`src/rtl/instr_sequencer.sv`:
```
// Program sequencer: fetches words from a small writable program memory and
// presents each to controlCircuit until it pulses done; stops on HALT_WORD or end of memory.
module instr_sequencer #(
  parameter int             DEPTH     = 16,
  parameter int             AW        = 4,
  parameter int             IW        = 16,
  parameter logic [IW-1:0]  HALT_WORD = 16'hFFFF,
  parameter int             TIMEOUT   = 15
) (
  input  logic          clk,
  input  logic          rst,
  input  logic          prog_we,
  input  logic [AW-1:0] prog_addr,
  input  logic [IW-1:0] prog_data,
  input  logic          start,
  input  logic          step_mode,
  input  logic          step,
  input  logic          done,
  output logic [IW-1:0] instr,
  output logic          instr_valid,
  output logic [AW-1:0] pc,
  output logic          busy,
  output logic          halted,
  output logic          timeout_err
);

  localparam int              WDW    = (TIMEOUT < 1) ? 1 : $clog2(TIMEOUT + 1);
  localparam logic [AW-1:0]   LAST   = AW'(DEPTH - 1);
  localparam logic [WDW-1:0]  WD_MAX = WDW'(TIMEOUT);

  typedef enum logic [2:0] {
    S_IDLE,
    S_FETCH,
    S_EXEC,
    S_PAUSE,
    S_HALT,
    S_ERR
  } state_e;

  state_e         state_q;
  logic [AW-1:0]  pc_q;
  logic [AW-1:0]  pc_d;
  logic [IW-1:0]  ir_q;
  logic [WDW-1:0] wd_q;
  logic           instr_valid_q;

  logic [IW-1:0]  mem [DEPTH];
  logic [IW-1:0]  rd_q;

  logic stopped;
  logic mem_we;
  logic start_ok;

  assign stopped  = (state_q == S_IDLE) || (state_q == S_HALT) || (state_q == S_ERR);
  assign mem_we   = prog_we && stopped;
  assign start_ok = start && !prog_we && stopped;

  // Memory is addressed with the next pc so mem[pc] is already registered by FETCH.
  always_comb begin
    pc_d = pc_q;
    if (rst) begin
      pc_d = '0;
    end else if (start_ok) begin
      pc_d = '0;
    end else if (state_q == S_EXEC && done && pc_q != LAST) begin
      pc_d = pc_q + 1'b1;
    end
  end

  always_ff @(posedge clk) begin
    if (mem_we) begin
      mem[prog_addr] <= prog_data;
    end
    rd_q <= mem[pc_d];
  end

  always_ff @(posedge clk) begin
    if (rst) begin
      state_q       <= S_IDLE;
      pc_q          <= '0;
      ir_q          <= '0;
      wd_q          <= '0;
      instr_valid_q <= 1'b0;
    end else begin
      pc_q <= pc_d;
      case (state_q)
        S_IDLE, S_HALT, S_ERR: begin
          if (start_ok) begin
            state_q <= S_FETCH;
          end
        end
        S_FETCH: begin
          ir_q <= rd_q;
          wd_q <= '0;
          if (rd_q == HALT_WORD) begin
            state_q <= S_HALT;
          end else begin
            state_q       <= S_EXEC;
            instr_valid_q <= 1'b1;
          end
        end
        S_EXEC: begin
          wd_q <= wd_q + 1'b1;
          // done wins over a watchdog expiry in the same cycle
          if (done) begin
            instr_valid_q <= 1'b0;
            if (pc_q == LAST) begin
              state_q <= S_HALT;
            end else if (step_mode) begin
              state_q <= S_PAUSE;
            end else begin
              state_q <= S_FETCH;
            end
          end else if (wd_q == WD_MAX) begin
            instr_valid_q <= 1'b0;
            state_q       <= S_ERR;
          end
        end
        S_PAUSE: begin
          if (step) begin
            state_q <= S_FETCH;
          end
        end
        default: begin
          state_q       <= S_IDLE;
          instr_valid_q <= 1'b0;
        end
      endcase
    end
  end

  assign pc          = pc_q;
  assign instr_valid = instr_valid_q;
  assign instr       = instr_valid_q ? ir_q : '0;
  assign busy        = (state_q == S_FETCH) || (state_q == S_EXEC) || (state_q == S_PAUSE);
  assign halted      = (state_q == S_HALT);
  assign timeout_err = (state_q == S_ERR);

endmodule

```
`config.mk`:
```
export PLATFORM = sky130hd
export DESIGN_NAME = instr_sequencer
export DESIGN_NICKNAME = d
export VERILOG_FILES = /design/src/rtl/instr_sequencer.sv
export SDC_FILE = /design/constraint.sdc
export NUM_CORES = 1
export LEC_CHECK = 0
export CAP_MARGIN = 15
export CORE_MARGIN = 4
export CORE_UTILIZATION = 63
export CTS_BUF_LIST = sky130_fd_sc_hd__clkbuf_8
export DETAILED_ROUTE_END_ITERATION = 12
export PLACE_DENSITY = 0.82
export SYNTH_ARGS = -nofsm -noshare
export SYNTH_HDL_FRONTEND = slang
export SYNTH_SLANG_ARGS = --single-unit
```
`constraint.sdc`:
```
create_clock -name clk -period 3.6 [get_ports clk]
set_clock_uncertainty 0.05 [all_clocks]
set_input_delay 0.36 -clock clk [delete_from_list [all_inputs] [get_ports clk]]
set_output_delay 0.36 -clock clk [all_outputs]
set_load 0.01 [all_outputs]
```
# Word-level counts from Yosys, hierarchy flattened
# Memory sizes are Yosys's and may differ from the RTL's. A register that Yosys moved wholly into a read port is not among the register bits.
# Index checks and enable logic that the tools add are counted.
# totals
regBits	28
ram_bits	256
in_bits	27
out_inout_bits	24
elab_cells	57
n_memories	1
# classes
add_sub_neg	2
n_eq_ne	13
n_mux	19
n_bitwise	1
reduce_logical	16
# mem_list
name	words	word_bits	read_ports	rd_ports_with_merged_regs	wr	line_no	rtl
mem	16	16	1	1	1	47	logic [IW-1:0] mem [DEPTH];
# ops
cell	n
2-to-1 mux 3 bit	6
equality test 16 bit (second input constant)	1
2-to-1 mux 16 bit	1
2-to-1 mux 4 bit	3
case mux 3 bit (4 select lines)	1
adder 4 x 1 -> 4 bit (second input constant)	2
equality test 4 bit (second input constant)	2
case mux 4 bit (2 select lines)	1
equality test 3 x 2 -> 1 bit (second input constant)	2
equality test 3 bit (second input constant)	2
!= test 2 bit (second input constant)	3
AND reduction 3 bit	2
logical AND 1 bit	5
2-to-1 mux 1 bit	5
logical OR 1 bit	4
!= test 4 bit (second input constant)	1
OR reduction 4 bit	1
equality test 3 x 1 -> 1 bit (second input constant)	1
zero test 3 bit	1
!= test 3 x 2 -> 1 bit (second input constant)	1
case mux 1 bit (3 select lines)	1
OR reduction 3 bit	1
2-to-1 mux 2 bit	1
nonzero test 2 bit	1
2 further kinds	2

# Logic depth before layout (Yosys ltp)
# Gate-level depths: netlist of the first run.
# logic_depth
word_depth	6
depth_mapped	11

# Least setup slack after synthesis of the first run
# No wires, ideal clock.
# synth_path
path_kind	register -> register
startpoint	register state_q[2]
endpoint	memory mem[0][0] (enable)
setup_ns	0.409
arrival_ns	2.282
setup_slack_ns	0.859
path_stages_with_launch	7
n_path_buf	1
cell_sequence	dfxtp_1 > buf_2 > nor2b_1 > nor2_1 > nand2_1 > or3_1 > nor3_1
# synth_between
elab_chain_len	6
elab_cells_between_ends	8
# synth_rtl
element	line_no	rtl
from (decl)	40	state_e state_q;
from (signal assigned)	79	state_q <= S_IDLE;
from (signal assigned)	89	state_q <= S_FETCH;
from (signal assigned)	96	state_q <= S_HALT;
equality test 3 bit or zero test 3 bit (tied branches)	54	assign stopped = (state_q == S_IDLE) || (state_q == S_HALT) || (state_q == S_ERR);
logical OR 1 bit	54	
logical OR 1 bit (*)	54	
logical AND 1 bit (*)	55	assign mem_we = prog_we && stopped;
2-to-1 mux 1 bit (*)	71	if (mem_we) begin
2-to-1 mux 1 bit (not written as such) (*)	72	mem[prog_addr] <= prog_data;
to (decl)	47	
# Every way passes the cells marked *; elsewhere a longest branch is shown, timed or not.

# Final worst setup path of the first run
# layout_path
startpoint	register pc_q[0] (netlist: pc[0])
endpoint	register rd_q[13], read port of mem
# layout_between
elab_chain_len	5
elab_cells_between_ends	6
# layout_rtl
element	line_no	rtl
from (decl)	41	logic [AW-1:0] pc_q;
from (signal assigned)	85	pc_q <= pc_d;
branches (longest 2 deep; another with adder 4 x 1 -> 4 bit)	n/a	
2-to-1 mux 4 bit (*)	65	end else if (state_q == S_EXEC && done && pc_q != LAST) begin
2-to-1 mux 4 bit (*)	63	end else if (start_ok) begin
2-to-1 mux 4 bit (*)	61	if (rst) begin
to (decl)	48	logic [IW-1:0] rd_q;
# Mark *: on every way between the ends.
# A chain may end at the register's enable or synchronous reset.

==> results of run 1 <==
[through the flow]
stage	cells	cell area (µm²)	hold WS, ps
detailed placement	992	12800	394
global placement	992	12800	389
global route	1075	13600	358
finish	1075	13600	373
floorplan	718	12000	382
CTS	1075	13600	350
[cells by family after synthesis]
| group | Yosys count | share of synthesized area [%] |
|---|---|---|
| DFF | 300 | 71.6 |
| muxes | 50 | 8.24 |
| and+or+nand+nor | 156 | 7.50 |
| AOI/OAI and AO/OA | 148 | 9.67 |
| xor gates and xnor gates | 1 | 0.0732 |
| buffers and inverters | 61 | 2.72 |
| adders and majority gates | 2 | 0.209 |
[registers in the layout, summed over array words and instances, names as in the netlist]
signal       flops
pc               4
ir_q            16
mem            256
instr_valid      1
rd_q            16
state_q          3
wd_q             4
[per-layer routing]
layer | routed length, µm | track usage [%] | up-vias | share of wire [%]
met5 | 0 | 0 | - | 0
met4 | 402 | 6.27 | 0 | 1.6
met3 | 2190 | 5.17 | 39 | 8.9
met2 | 12400 | 39.5 | 359 | 51
met1 | 9580 | 31.1 | 3386 | 39
li1 | - | - | 3043 | -
[worst max-delay path, delay by kind of cell, from the launching register on]
kind,cells,cell delay (ps)
compound gates,5,1180
flops,1,460
simple gates,1,370
buf+inv,2,640
fa+ha+maj,1,260
[power by group]
| group | internal (W) | switching [W] |
|---|---|---|
| clock network | 0.00129 | 0.00120 |
| logic | 0.000465 | 0.000583 |
| registers | 0.00393 | 0.000124 |
| total | 0.00568 | 0.00191 |
[worst paths after layout]
path / startpoint / end / slack [ps] / cells after the start
max: pc[0] / rd_q[13] / 490 / 9
min: step_mode / state_q[1] / 370 / 3
max reg2reg: pc[0] / rd_q[13] / 490 / 9
min reg2reg: ir_q[5] / ir_q[5] / 410 / 2
[cell type report]
type                            count  area share (%)
Clock inverter                     36            1.30
Timing Repair Buffer               80            5.52
Clock buffer                       47            4.75
Multi-Input combinational cell    357            22.7
Inverter                           21           0.579
Tap cell                          234            2.15
Sequential cell                   300            63.0
[cells in the final DEF (no fill, tap or decap), drive strengths merged, types with 3 or more instances in the layout]
master,netlist,final
o21ai,5,5
and2,16,16
clkinv,1,17
and3,4,4
or2,16,16
o221ai,15,15
nand2b,4,4
clkdlybuf4s50,0,50
dfxtp,44,44
a2bb2oi,15,15
o22ai,15,15
nor4,16,16
nor3,9,9
inv,20,37
mux4,34,34
clkbuf,19,47
nor2,27,27
a21oi,38,38
nand2,41,41
o21a,3,3
o211ai,32,32
mux2,15,15
a211oi,16,16
nand3,6,6
edfxtp,256,256
nand4,7,7
nor3b,3,3
buf,21,30
==> results.toml, run 1 <==
[pwr]
p_per_area_mw_per_mm2 = 558
leakage_nw = 4.49
max-vdd-ir-drop_mv = 0.378
p_total_w = 0.00760

[clock_network]
post_cts_buffers = 0
ctsHoldBuffers = 0
h-tree-depth = 2
root_buffer = "clkbuf_8"
ctsLongestPathBuffers = 3
clk_latency_ps = 540
cts_buffers = 45
cts.sinks = 300
clkTransAtPathRegs_ps = 60
postCtsResizedCells = 0
cts_tree = "built"

[layout]
seq_area_mm2 = 0.00857
layout-drive-gt1-share_pct = 21.9
fin_util_pct = 72.7
nets = 834
multiInputGateArea_mm2 = 0.00309
area_growth_pct = 13.7
n_fill_cell = 1109
diodes = 0

[global_routing]
antenna_found_initial = 0
grt_pass1_vias = 6833
grt_overflow = 0
grt_pass1_wl_um = 38500
gr-usage-all-layers_pct = 23.3
grt_max_degree = 38

[place]
globalplace.congestion = 0.919
dpl.hpwl_um = 16100
portBuffers = 50
pre_cts_slack_ps = 358

[floorplan]
io_pins = 51
die_y_um = 146
core_area_mm2 = 0.0187
die_w_um = 146
fp.dieArea_mm2 = 0.0213
placementRows = 50
start_util_pct = 64.0

[routing]
drc = 0
dr_total_vias = 6827
firstDrtPassIters = 5
drtIter0Drc = 695
vias_per_cell = 6.35
routed_wl_um = 24600
post_drt_wl_per_cell_um = 22.9
postRouteAntennaNets = 0

[synthesis]
synth_common_cells = "edfxtp_1 (256), dfxtp_1 (44), nand2_1 (41)"
synthCells = 718
synth_area_mm2 = 0.0120
synthTopCellsByArea = "edfxtp_1 (64%), dfxtp_1 (7.4%), mux4_2 (6.2%)"
synth_largest_area_cell = "edfxtp_1"
synth.top_cell.area_share_pct = 64.2
synth_cell_types = 65
syn_avg_cell_area_um2 = 16.7
synth-main-ff-cell = "edfxtp_1"
yosysMostFrequentCell = "edfxtp_1"
synth_edf_count = 256
synth_warnings = 0
synth_seq_cells = 300
synth_fp_nets = 747
seq_area_frac_synth_pct = 71.6
async_reset_ff_share_pct = 0

[worst_setup_path]
cp_slowest_cell = "o21a_1"
critical_path.most_common_cell = "buf_4"
worstPathRequired_ps = 3970
cp_max_fo = 30
worstSetupEndpointType = "flop"
cp_cell_sequence = "ha_1 > and3_1 > o21a_1 > buf_4 > o211ai_1 > buf_4 > a2bb2oi_1 > a21oi_1 > a211oi_2"
worstSetupStartpointType = "flop"
cp_slowest_stage_delay_ps = 500
critPathArrivalTime_ps = 3480
crit_type = "reg2reg"

[timing]
fin_crit_ps = 3110
setup_ws_ps = 488
fin_setup_tns_ps = 0
grt_setup_unrepaired = "no"
drv_slew = 0
worst_pin_slew_ps = 1020
max_slew_margin_pct = 31.7
hold_viol_final = 0
post-route-period-util_pct = 86.4
setup_viol = 0
fmax_ghz = 0.321

[outcome]
status = "finished, final reports clean"

[min_path]
hold_path_class = "in2reg"

[run]
maxCapViolCount = 0
Note: power is estimated with default switching activity, not from simulation.
==> inputs of run 2 (changes only) <==
CORE_UTILIZATION = 65   (was 63)
DONT_BUFFER_PORTS = 1   (was unset)
PLACE_DENSITY = 0.81   (was 0.82)
==> results.toml, run 2 (synthesis gave the netlist of run 1 again) <==
[outcome]
status = "finished, final reports clean"

[timing]
grt_setup_unrepaired = "no"
post-route-period-util_pct = 88.4
max_slew_margin_pct = 33.8
fin_crit_ps = 3180
worst_pin_slew_ps = 990
fin_setup_tns_ps = 0
drv_slew = 0
hold_viol_final = 0
setup_viol = 0
fmax_ghz = 0.314
hold_ws_ps = 49.2

[min_path]
min_from = "done"
hold_path_class = "in2reg"

[floorplan]
fp.dieArea_mm2 = 0.0206
start_util_pct = 66.4
placementRows = 49
die_y_um = 144
core_area_mm2 = 0.0180
die_w_um = 144
io_pins = 51

[pwr]
power.switching_w = 0.00191
swShare_pct = 25.4
p_per_area_mw_per_mm2 = 566
p_seq_share_pct = 54.0
p_int_w = 0.00561
clockPowerShare_pct = 32.7
leakage_nw = 4.41
power_frac_comb_pct = 13.3
max-vdd-ir-drop_mv = 0.418

[routing]
vias_per_cell = 6.47
drtIter0Drc = 873
routed_wl_um = 26100
post_drt_wl_per_cell_um = 25.0
dr_total_vias = 6744
postRouteAntennaNets = 0
firstDrtPassIters = 5
drc = 0

[global_routing]
grt_pass1_wl_um = 39800
grt_max_degree = 38
grt_overflow = 0
grt_pass1_vias = 6755
antenna_found_initial = 1
gr-usage-all-layers_pct = 25.9

[layout]
area_growth_pct = 11.1
largest-register = "mem"
final_common_cell = "edfxtp_1"
mostFrequentLayoutCells = "edfxtp_1 (256), clkbuf_8 (49), dfxtp_1 (44)"
seq_area_mm2 = 0.00857
fin_util_pct = 73.7
top_regs = "mem x256, ir_q x16, rd_q x16"
n_fill_cell = 1079
nets = 805
largest_register_ffs = 256
layout-drive-gt1-share_pct = 22.4
multiInputGateArea_mm2 = 0.00309

[clock_network]
postCtsResizedCells = 0
ctsLongestPathBuffers = 3
clk_latency_ps = 550
cts.sinks = 300
cts_buffers = 46
h-tree-depth = 2
clkTransAtPathRegs_ps = 60
ctsHoldBuffers = 19
cts_tree = "built"
root_buffer = "clkbuf_8"
post_cts_buffers = 0

[worst_setup_path]
worstSetupEndpointType = "flop"
crit_type = "reg2reg"
worstSetupStartpointType = "flop"
critPathLaunch = "state_q[1]"
worstPathRequired_ps = 3960
timing.rr.start = "state_q[1]"
cp_max_fo = 37
critPathArrivalTime_ps = 3540

[place]
portBuffers = 0
globalplace.congestion = 0.881
dpl.hpwl_um = 16300

[run]
maxCapViolCount = 0
-- run 2: cell count changes in the layout (fill, tap and decap cells not counted) --
cell / before / now
dlygate4sd3_1: 0 / 19
clkinv_1: 11 / 8
buf_4: 28 / 29
diode_2: 0 / 1
clkbuf_8: 47 / 49
inv_1: 36 / 43
bufinv_16: 1 / 0
clkdlybuf4s50_1: 50 / 0
clkinvlp_4: 2 / 1
clkinv_2: 6 / 3
-- run 2: per-layer routing --
layer,vias up,part of all wire [%],GRT usage [%]
met5,-,0,0
met4,0,1.8,6.94
met3,45,9.3,5.56
met2,311,49,41.7
met1,3397,40,36.9
li1,2991,-,-
-- run 2: final cells by class --
cell class | instances | area share [%]
Antenna cell | 1 | 0.0188
Clock buffer | 49 | 5.07
Clock inverter | 35 | 1.04
Inverter | 21 | 0.593
Multi-Input combinational cell | 357 | 23.3
Sequential cell | 300 | 64.5
Tap cell | 229 | 2.16
Timing Repair Buffer | 50 | 3.37
-- run 2: final timing paths --
kind	to	slack, ps	cells after the start
hold reg to reg	ir_q[15]	400	2
setup / recovery	rd_q[8]	420	7
hold / removal	instr_valid	50	3
setup reg to reg	rd_q[8]	420	7
-- run 2: power groups by stage --
| stage | clock network [W] | logic [W] | registers, W |
|---|---|---|---|
| final | 0.00246 | 0.000997 | 0.00406 |
| after global routing | 0.00269 | 0.00109 | 0.00408 |
| after CTS | 0.00250 | 0.00100 | 0.00406 |
| after detailed placement | 0 | 0.000934 | 0.00414 |
| after global placement | 0 | 0.000906 | 0.00412 |
| after floorplan | 0 | 0.000783 | 0.00407 |
-- run 2: stage by stage --
step	area [µm²]	setup slack [ps]	std cells	total power (W)
4_1_cts	13300	412	1041	0.00757
2_1_floorplan	12000	859	718	0.00485
3_3_place_gp	12300	558	938	0.00503
3_5_place_dp	12300	475	938	0.00507
5_1_grt	13300	266	1042	0.00786
6_report	13300	419	1042	0.00752
-- run 2: worst max-delay path, cell delays in order, from the launching register on --
cell and delay [ps]:
dfxtp_1 590, nor3b_2 120, a21o_1 430, nor3_4 260
buf_4 450, nand2_1 530, a21oi_1 520, a211oi_2 80
==> inputs of run 3 (changes only) <==
ABC_AREA = 1   (was unset)
HOLD_SLACK_MARGIN = 0.08   (was unset)
SLEW_MARGIN = 20   (was unset)
==> results.toml, run 3 <==
[min_path]
hold_path_class = "in2reg"
min_to = "state_q[0]"
hold_depth = 3
min_from = "done"

[synthesis]
synth-main-ff-cell = "edfxtp_1"
synth_common_cells = "inv_1 (285), nand2_1 (279), edfxtp_1 (256)"
synth_area_mm2 = 0.0130
synth_largest_area_cell = "edfxtp_1"
synth_seq_cells = 300
async_reset_ff_share_pct = 0
synthTopCellsByArea = "edfxtp_1 (59%), nand3_1 (9.0%), inv_1 (8.2%)"
synth_cell_types = 29
synthCells = 1313
yosysMostFrequentCell = "inv_1"
synth.top_cell.area_share_pct = 59.1
synth_warnings = 0
synth_fp_nets = 1342
seq_area_frac_synth_pct = 65.9
synth_edf_count = 256
syn_avg_cell_area_um2 = 9.90

[pwr]
leakage_nw = 6.38
p_total_w = 0.00783
p_per_area_mw_per_mm2 = 544
max-vdd-ir-drop_mv = 0.401

[layout]
area_growth_pct = 10.8
top_regs = "mem x256, ir_q x16, rd_q x16"
final_common_cell = "inv_1"
largest-register = "mem"
stdcell_count = 1658
largest_register_ffs = 256
nets = 1385
mostFrequentLayoutCells = "inv_1 (309), nand2_1 (279), edfxtp_1 (256)"
fin_util_pct = 73.5
layout-drive-gt1-share_pct = 8.83
diodes = 0

[global_routing]
grt_overflow = 0
grt_pass1_wl_um = 48000
grt_pass1_vias = 8918
gr-usage-all-layers_pct = 28.1
grt_max_degree = 66
antenna_found_initial = 0

[worst_setup_path]
critPathArrivalTime_ps = 3290
cp_max_fo = 38
regToRegSetupSlack_ps = 700
reg2reg_depth = 13
r2r-end = "rd_q[7]"
worstSetupStartpointType = "flop"
worstSetupEndpointType = "flop"
worstPathRequired_ps = 3990
timing.rr.start = "pc[0]"
crit_type = "reg2reg"

[floorplan]
fp.dieArea_mm2 = 0.0223
core_area_mm2 = 0.0196
die_w_um = 149
io_pins = 51
placementRows = 51
start_util_pct = 66.4
die_y_um = 149

[clock_network]
clk_latency_ps = 540
cts.sinks = 300
ctsLongestPathBuffers = 3
postCtsResizedCells = 0
clkTransAtPathRegs_ps = 70
h-tree-depth = 2
root_buffer = "clkbuf_8"
cts_buffers = 47
cts_tree = "built"

[timing]
hold_viol_final = 0
max_slew_margin_pct = 42.5
fin_crit_ps = 2900
worst_pin_slew_ps = 863
post-route-period-util_pct = 80.4
drv_slew = 0
setup_viol = 0
hold_ws_ps = 100
fmax_ghz = 0.345
grt_setup_unrepaired = "no"
fin_setup_tns_ps = 0

[routing]
vias_per_cell = 5.54
routed_wl_um = 30600
drtIter0Drc = 1146
drc = 0
postRouteAntennaNets = 0
firstDrtPassIters = 5
post_drt_wl_per_cell_um = 18.4
dr_total_vias = 9180

[place]
place_inst = 1553
portBuffers = 0
dpl.hpwl_um = 18400
globalplace.congestion = 0.872

[outcome]
status = "finished, final reports clean"

[run]
maxCapViolCount = 0
-- run 3: changes by cell type in the layout (fill, tap and decap cells not counted), moves of 16 or more --
| cell | delta |
|---|---|
| inv_1 | +266 |
| nand2_1 | +238 |
| nand3_1 | +228 |
| mux4_2 | -33 |
| o211ai_1 | -32 |
| nand4_1 | +30 |
| a21oi_1 | -29 |
| nor2_1 | +20 |
| o21ai_0 | +17 |
| and2_1 | -16 |
-- run 3: logic make-up after synthesis --
kind of cell	Yosys count	synth area share [%]
AO/OA/AOI/OAI	35	1.52
adder cells (fa/ha/maj)	2	0.192
buffers and inverters	353	10.8
AND/OR/NAND/NOR	623	21.5
flip-flops	300	65.9
-- run 3: power by group --
| group | internal [W] | switching (W) |
|---|---|---|
| clock | 0.00128 | 0.00126 |
| sequential | 0.00398 | 0.000142 |
| combinational | 0.000334 | 0.000834 |
-- run 3: per-layer routing --
layer	GRT usage [%]	wire length [µm]	up-vias
met4	8.92	710	0
met1	38.2	11700	4237
met2	46.6	15000	527
li1	-	-	4339
met5	0	0	-
met3	5.18	3140	77
-- run 3: critical path, stage by stage, from the launching register on --
cell and delay, ps:
dfxtp_1 380, ha_1 280, nand3_1 80, nand2_1 140, o21bai_2 230, buf_4 400, nand2_1 170, nor2_4 150
buf_4 380, nand2_1 120, nand3_1 100, nand3_1 80, nand3_1 120, nand2_1 60
-- run 3: final cells by class --
class                      instances  area [µm²]
clock buffer                      50         688
clock inverter                    36         148
fill                            1316        5190
inverter                         292        1100
multi-input combinational        660        3070
sequential                       300        8570
tap                              265         332
timing repair buffer              55         498
-- run 3: worst max-delay path by stage --
stage | from | end | slack, ps
floorplan | state_q[2] | mem[0][0] | 1550
global placement | pc[0] | rd_q[9] | 880
detailed placement | pc[0] | rd_q[2] | 760
CTS | pc[0] | rd_q[2] | 750
global route | pc[0] | rd_q[4] | 500
finish | pc[0] | rd_q[7] | 700
-- run 3: per-stage QoR --
stage                     cell area (µm²)  setup WS [ps]
after floorplan                     13000           1550
after global placement              13400            880
after detailed placement            13400            761
after CTS                           14400            745
after global routing                14400            495
final                               14400            705
-- run 3: what timing repair did --
item,4_1_cts,5_1_grt
setup buffers,0,0
hold endpoints to repair,262,0
hold buffers,19,0
==> patch 1: new RTL, flow settings as in run 2 <==
The parameter `AW` goes from 4 to 3.
--- a/src/rtl/instr_sequencer.sv
+++ b/src/rtl/instr_sequencer.sv
@@ -2,7 +2,7 @@
 // presents each to controlCircuit until it pulses done; stops on HALT_WORD or end of memory.
 module instr_sequencer #(
   parameter int             DEPTH     = 16,
-  parameter int             AW        = 4,
+  parameter int             AW        = 3,
   parameter int             IW        = 16,
   parameter logic [IW-1:0]  HALT_WORD = 16'hFFFF,
   parameter int             TIMEOUT   = 15
Interface: changed (resized pc and prog_addr); port bits go from 51 to 49. The function was not compared with the original's and may differ.
==> patch 1 against run 2 <==
- largest cell class unchanged
- sequential cell count down 129
- setup slack improved by 0.30 ns
- wire length down 40%
- core utilization fell by 0.26 points
- synthesized area fell by 38%
- critical path depth increased by 1
- final area decreased by 39%
- power fell by 42%
==> patch 1: results (changes against run 2) <==
=================================================================================
WHS Path Cells                                                                  2   -1
Number of H-tree levels                                                         4   +2
Number of global-route vias before repair                                    4914   -27%
Post-Syn Area per Cell                                                11.50 sq um   -31%
Maximum number of pins on one net before global-route repair                   97   +160%
Ratio of cells with drive above 1 in the final layout                      7.903%   -15 points
Pre-CTS setup slack                                                     0.7402 ns   +0.2654 ns
Total track usage                                                          24.95%   -0.99 points
GP Congestion                                                              0.7947   -9.8%
Post-DP HPWL                                                             9.526 mm   -42%
Start point of the critical path                                            pc[0]
Number of placed cells counting well taps                                     749   -20%
Crit path max fanout                                                           17   -54%
Arr. time, crit path                                                      3.16 ns   -0.38 ns
Leakage dissipation                                                   0.002842 uW   -36%
Wire length after detailed routing                                       15.77 mm   -40%
Largest incremental delay on the critical path                            0.48 ns   -0.11 ns
Count of flip-flops with a built-in enable after synthesis                    128   -50%
Share of the yosys chip area belonging to registers                        63.45%   -8.1 points
Post-synth cell types                                                          46   -29%
Status                                                               finished, final reports clean
Slowest stage cell on the critical path                                    or3b_1
Source-to-sink clock delay at the later pin of the worst-skew pair        0.45 ns   -0.10 ns
Switching pwr                                                             1292 uW   -32%
Leading registers by flop count                                      mem (128), ir_q (16), rd_q (16)
Final std cells w/o fill                                                      798   -23%
Leading post-synthesis cells by instance count                       edfxtp_1, o21ai_0, inv_1
=================================================================================
==> patch 1: cells by family after synthesis <==
| group | share of synthesized area, % |
|---|---|
| and+or+nand+nor | 16.30 |
| muxes | 0.2869 |
| DFF | 63.45 |
| AOI/OAI and AO/OA | 13.74 |
| adders and majority gates | 0.5063 |
| buffers and inverters | 5.720 |
==> patch 1: final cells by class <==
| type | count | share of cell area, % |
|---|---|---|
| Sequential cell | 171 | 58.29 |
| Tap cell | 140 | 2.171 |
| Clock inverter | 15 | 1.488 |
| Multi-Input combinational cell | 368 | 28.59 |
| Clock buffer | 17 | 2.899 |
| Inverter | 51 | 2.372 |
| Timing Repair Buffer | 36 | 4.186 |
==> patch 1: worst paths after layout <==
path,to,slack [ns]
worst max-delay path,rd_q[3],0.72
worst min-delay path,state_q[1],0.08
worst max register to register,rd_q[3],0.72
worst min register to register,ir_q[11],0.41
==> patch 1: worst max-delay path: cells and delay by family (launching register included) <==
kind / cells / cell delay (ns)
AO/OA/AOI/OAI: 1 / 0.40
buffers and inverters: 1 / 0.21
AND/OR/NAND/NOR: 4 / 1.22
adder cells (fa/ha/maj): 2 / 0.45
flip-flops: 1 / 0.41
==> patch 1: what timing repair did <==
item / CTS / global route
setup endpoints to repair: 0 / 0
buffers inserted: 0 / 0
hold buffers: 17 / 0
hold endpoints to repair: 152 / 0
==> patch 1: routing by layer <==
metal	up-vias	global-route usage (%)	share of wire [%]
met3	36	5.737	8.5
met2	233	39.27	48
met5	-	0	0
met4	0	11.50	2.7
met1	2497	33.39	41
li1	2430	-	-
==> patch 1: power groups by stage <==
stage	Combinational, uW	Clock, uW	Sequential [uW]
final	778	1230	2360
after global routing	860	1330	2370
after CTS	771	1250	2360
after detailed placement	734	0	2400
after global placement	702	0	2390
after floorplan	613	0	2350
==> patch 2: new RTL, config.mk and constraints of run 2 <==
Without the edit above. Reset style: asynchronous (`rst`), changed in one clocked block.
--- a/src/rtl/instr_sequencer.sv
+++ b/src/rtl/instr_sequencer.sv
@@ -74,7 +74,7 @@
     rd_q <= mem[pc_d];
   end
 
-  always_ff @(posedge clk) begin
+  always_ff @(posedge clk or posedge rst) begin
     if (rst) begin
       state_q       <= S_IDLE;
       pc_q          <= '0;
Formal check against the unedited RTL: differs if rst is asserted again (counterexample within 4 cycles, from zero or initial values and one cycle with rst high); with rst held inactive, the same outputs for 4 cycles.
==> patch 2 against run 2 <==
- power increased by 13%
- clock power up 7%
- sequential power grew 3%
- sequential cell count stayed put
- wire length rose by 15%
- combinational power grew 66%
- synthesized area is 1.7% higher
- setup slack lost 0.022 ns
- hold slack gained 0.043 ns
- final area up 2.5%
- highest routed layer unchanged
==> patch 2: results (changes against run 2) <==
================================================================================
Compound-cell area share of the yosys netlist                             14.03%   +4.4 points
Start point of the critical path                                      state_q[1]
Relative contribution of sequential cells to total power                   49.4%   -4.6 points
Number of buffers added by the clock tree synthesis step                      45   -2.2%
Switching pwr                                                            2475 uW   +29%
Power per cell area                                                 623.0 nW/um^2   +10%
Arr. time, crit path                                                     3.57 ns   +0.03 ns
Status                                                              finished, final reports clean
Ratio of cells with drive above 1 in the final layout                     14.22%   -8.2 points
Total track usage                                                         28.83%   +2.9 points
Leakage dissipation                                                  0.004906 uW   +11%
Slowest stage cell on the critical path                                  o21ai_2
First-pass DRT Iterations                                                      6   +1
Worst slew slack as a fraction of its limit                               27.64%   -6.1 points
# nets final                                                                 921   +14%
Pre-CTS setup slack                                                    0.5081 ns   +0.03335 ns
Post-synth cell types                                                         49   -25%
Largest incremental delay on the critical path                           0.72 ns   +0.13 ns
Adder-cell share of the synthesized area                                 0.2056%   -0.0035 points
Amount of wire on met2 after detailed routing                           13.67 mm   +6.6%
Share of the yosys chip area belonging to registers                       71.54%   about the same
Share of synthesized flip-flops with an asynchronous set or reset         9.333%   +9.3 points
Number of global-route vias before repair                                   7830   +16%
Number of standard cells after synthesis                                     852   +19%
Post-DP HPWL                                                            17.41 mm   +6.8%
Net Count, Synth                                                             881   +18%
Worst ir drop on vdd                                                    417.5 uV   about the same
Wire length after detailed routing                                      30.05 mm   +15%
First-pass GRT wire length                                              44.95 mm   +13%
Initial drt markers                                                         1188   +36%
Post-Place Cell Area                                                 12530 sq um   +2.0%
Cell types occupying the most area after synthesis                  edfxtp_1, dfrtp_1, a221o_1, mux2i_1, o21ai_0
Routed wl met3                                                          4.014 mm   +65%
Maximum number of pins on one net before global-route repair                  66   +74%
================================================================================
==> patch 2: cell types whose count changed after synthesis, moves of 16 or more <==
| cell | run 2 | this run |
|---|---|---|
| dfrtp_1 | 0 | 28 |
| inv_1 | 19 | 39 |
| mux4_2 | 33 | 0 |
| a31oi_1 | 2 | 48 |
| nand3_1 | 5 | 36 |
| o221ai_1 | 5 | 32 |
| dfxtp_1 | 44 | 16 |
| a221o_1 | 0 | 33 |
| mux2i_1 | 1 | 33 |
| a221oi_1 | 1 | 17 |
| o21ai_0 | 2 | 66 |
| o211ai_1 | 32 | 0 |
| mux2_2 | 0 | 16 |
| clkbuf_1 | 18 | 39 |
==> patch 2: cell type report <==
| class | count | area, sq um |
|---|---|---|
| repair buffers | 59 | 548.0 |
| diodes | 1 | 2.502 |
| clock inverters | 31 | 155.1 |
| multi-input cells | 446 | 3055 |
| well taps | 229 | 286.5 |
| clock buffers | 52 | 715.7 |
| flip-flops and latches | 300 | 8708 |
| inverters | 40 | 150.1 |
| fillers | 1059 | 4587 |
==> patch 2: path summary, 6_finish.rpt <==
kind / slack [ns] / cells past startpoint / end
setup / recovery: 0.40 / 7 / rd_q[15]
hold / removal: 0.09 / 3 / instr_valid
setup reg to reg: 0.40 / 7 / rd_q[15]
hold reg to reg: 0.44 / 1 / ir_q[1]
max in group asynchronous: 2.78 / 3 / ir_q[11]
min in group asynchronous: 0.25 / 2 / state_q[1]
==> patch 2: routing by layer <==
| layer | GRT usage (%) | vias to the layer above |
|---|---|---|
| li1 | - | 3439 |
| met1 | 40.50 | 3916 |
| met2 | 43.54 | 585 |
| met3 | 6.901 | 103 |
| met4 | 12.91 | 0 |
| met5 | 0 | - |
==> patch 2: tightest hold or removal path: cells and delay by family <==
family,cells,cell delay [ns]
compound gates,3,0.27
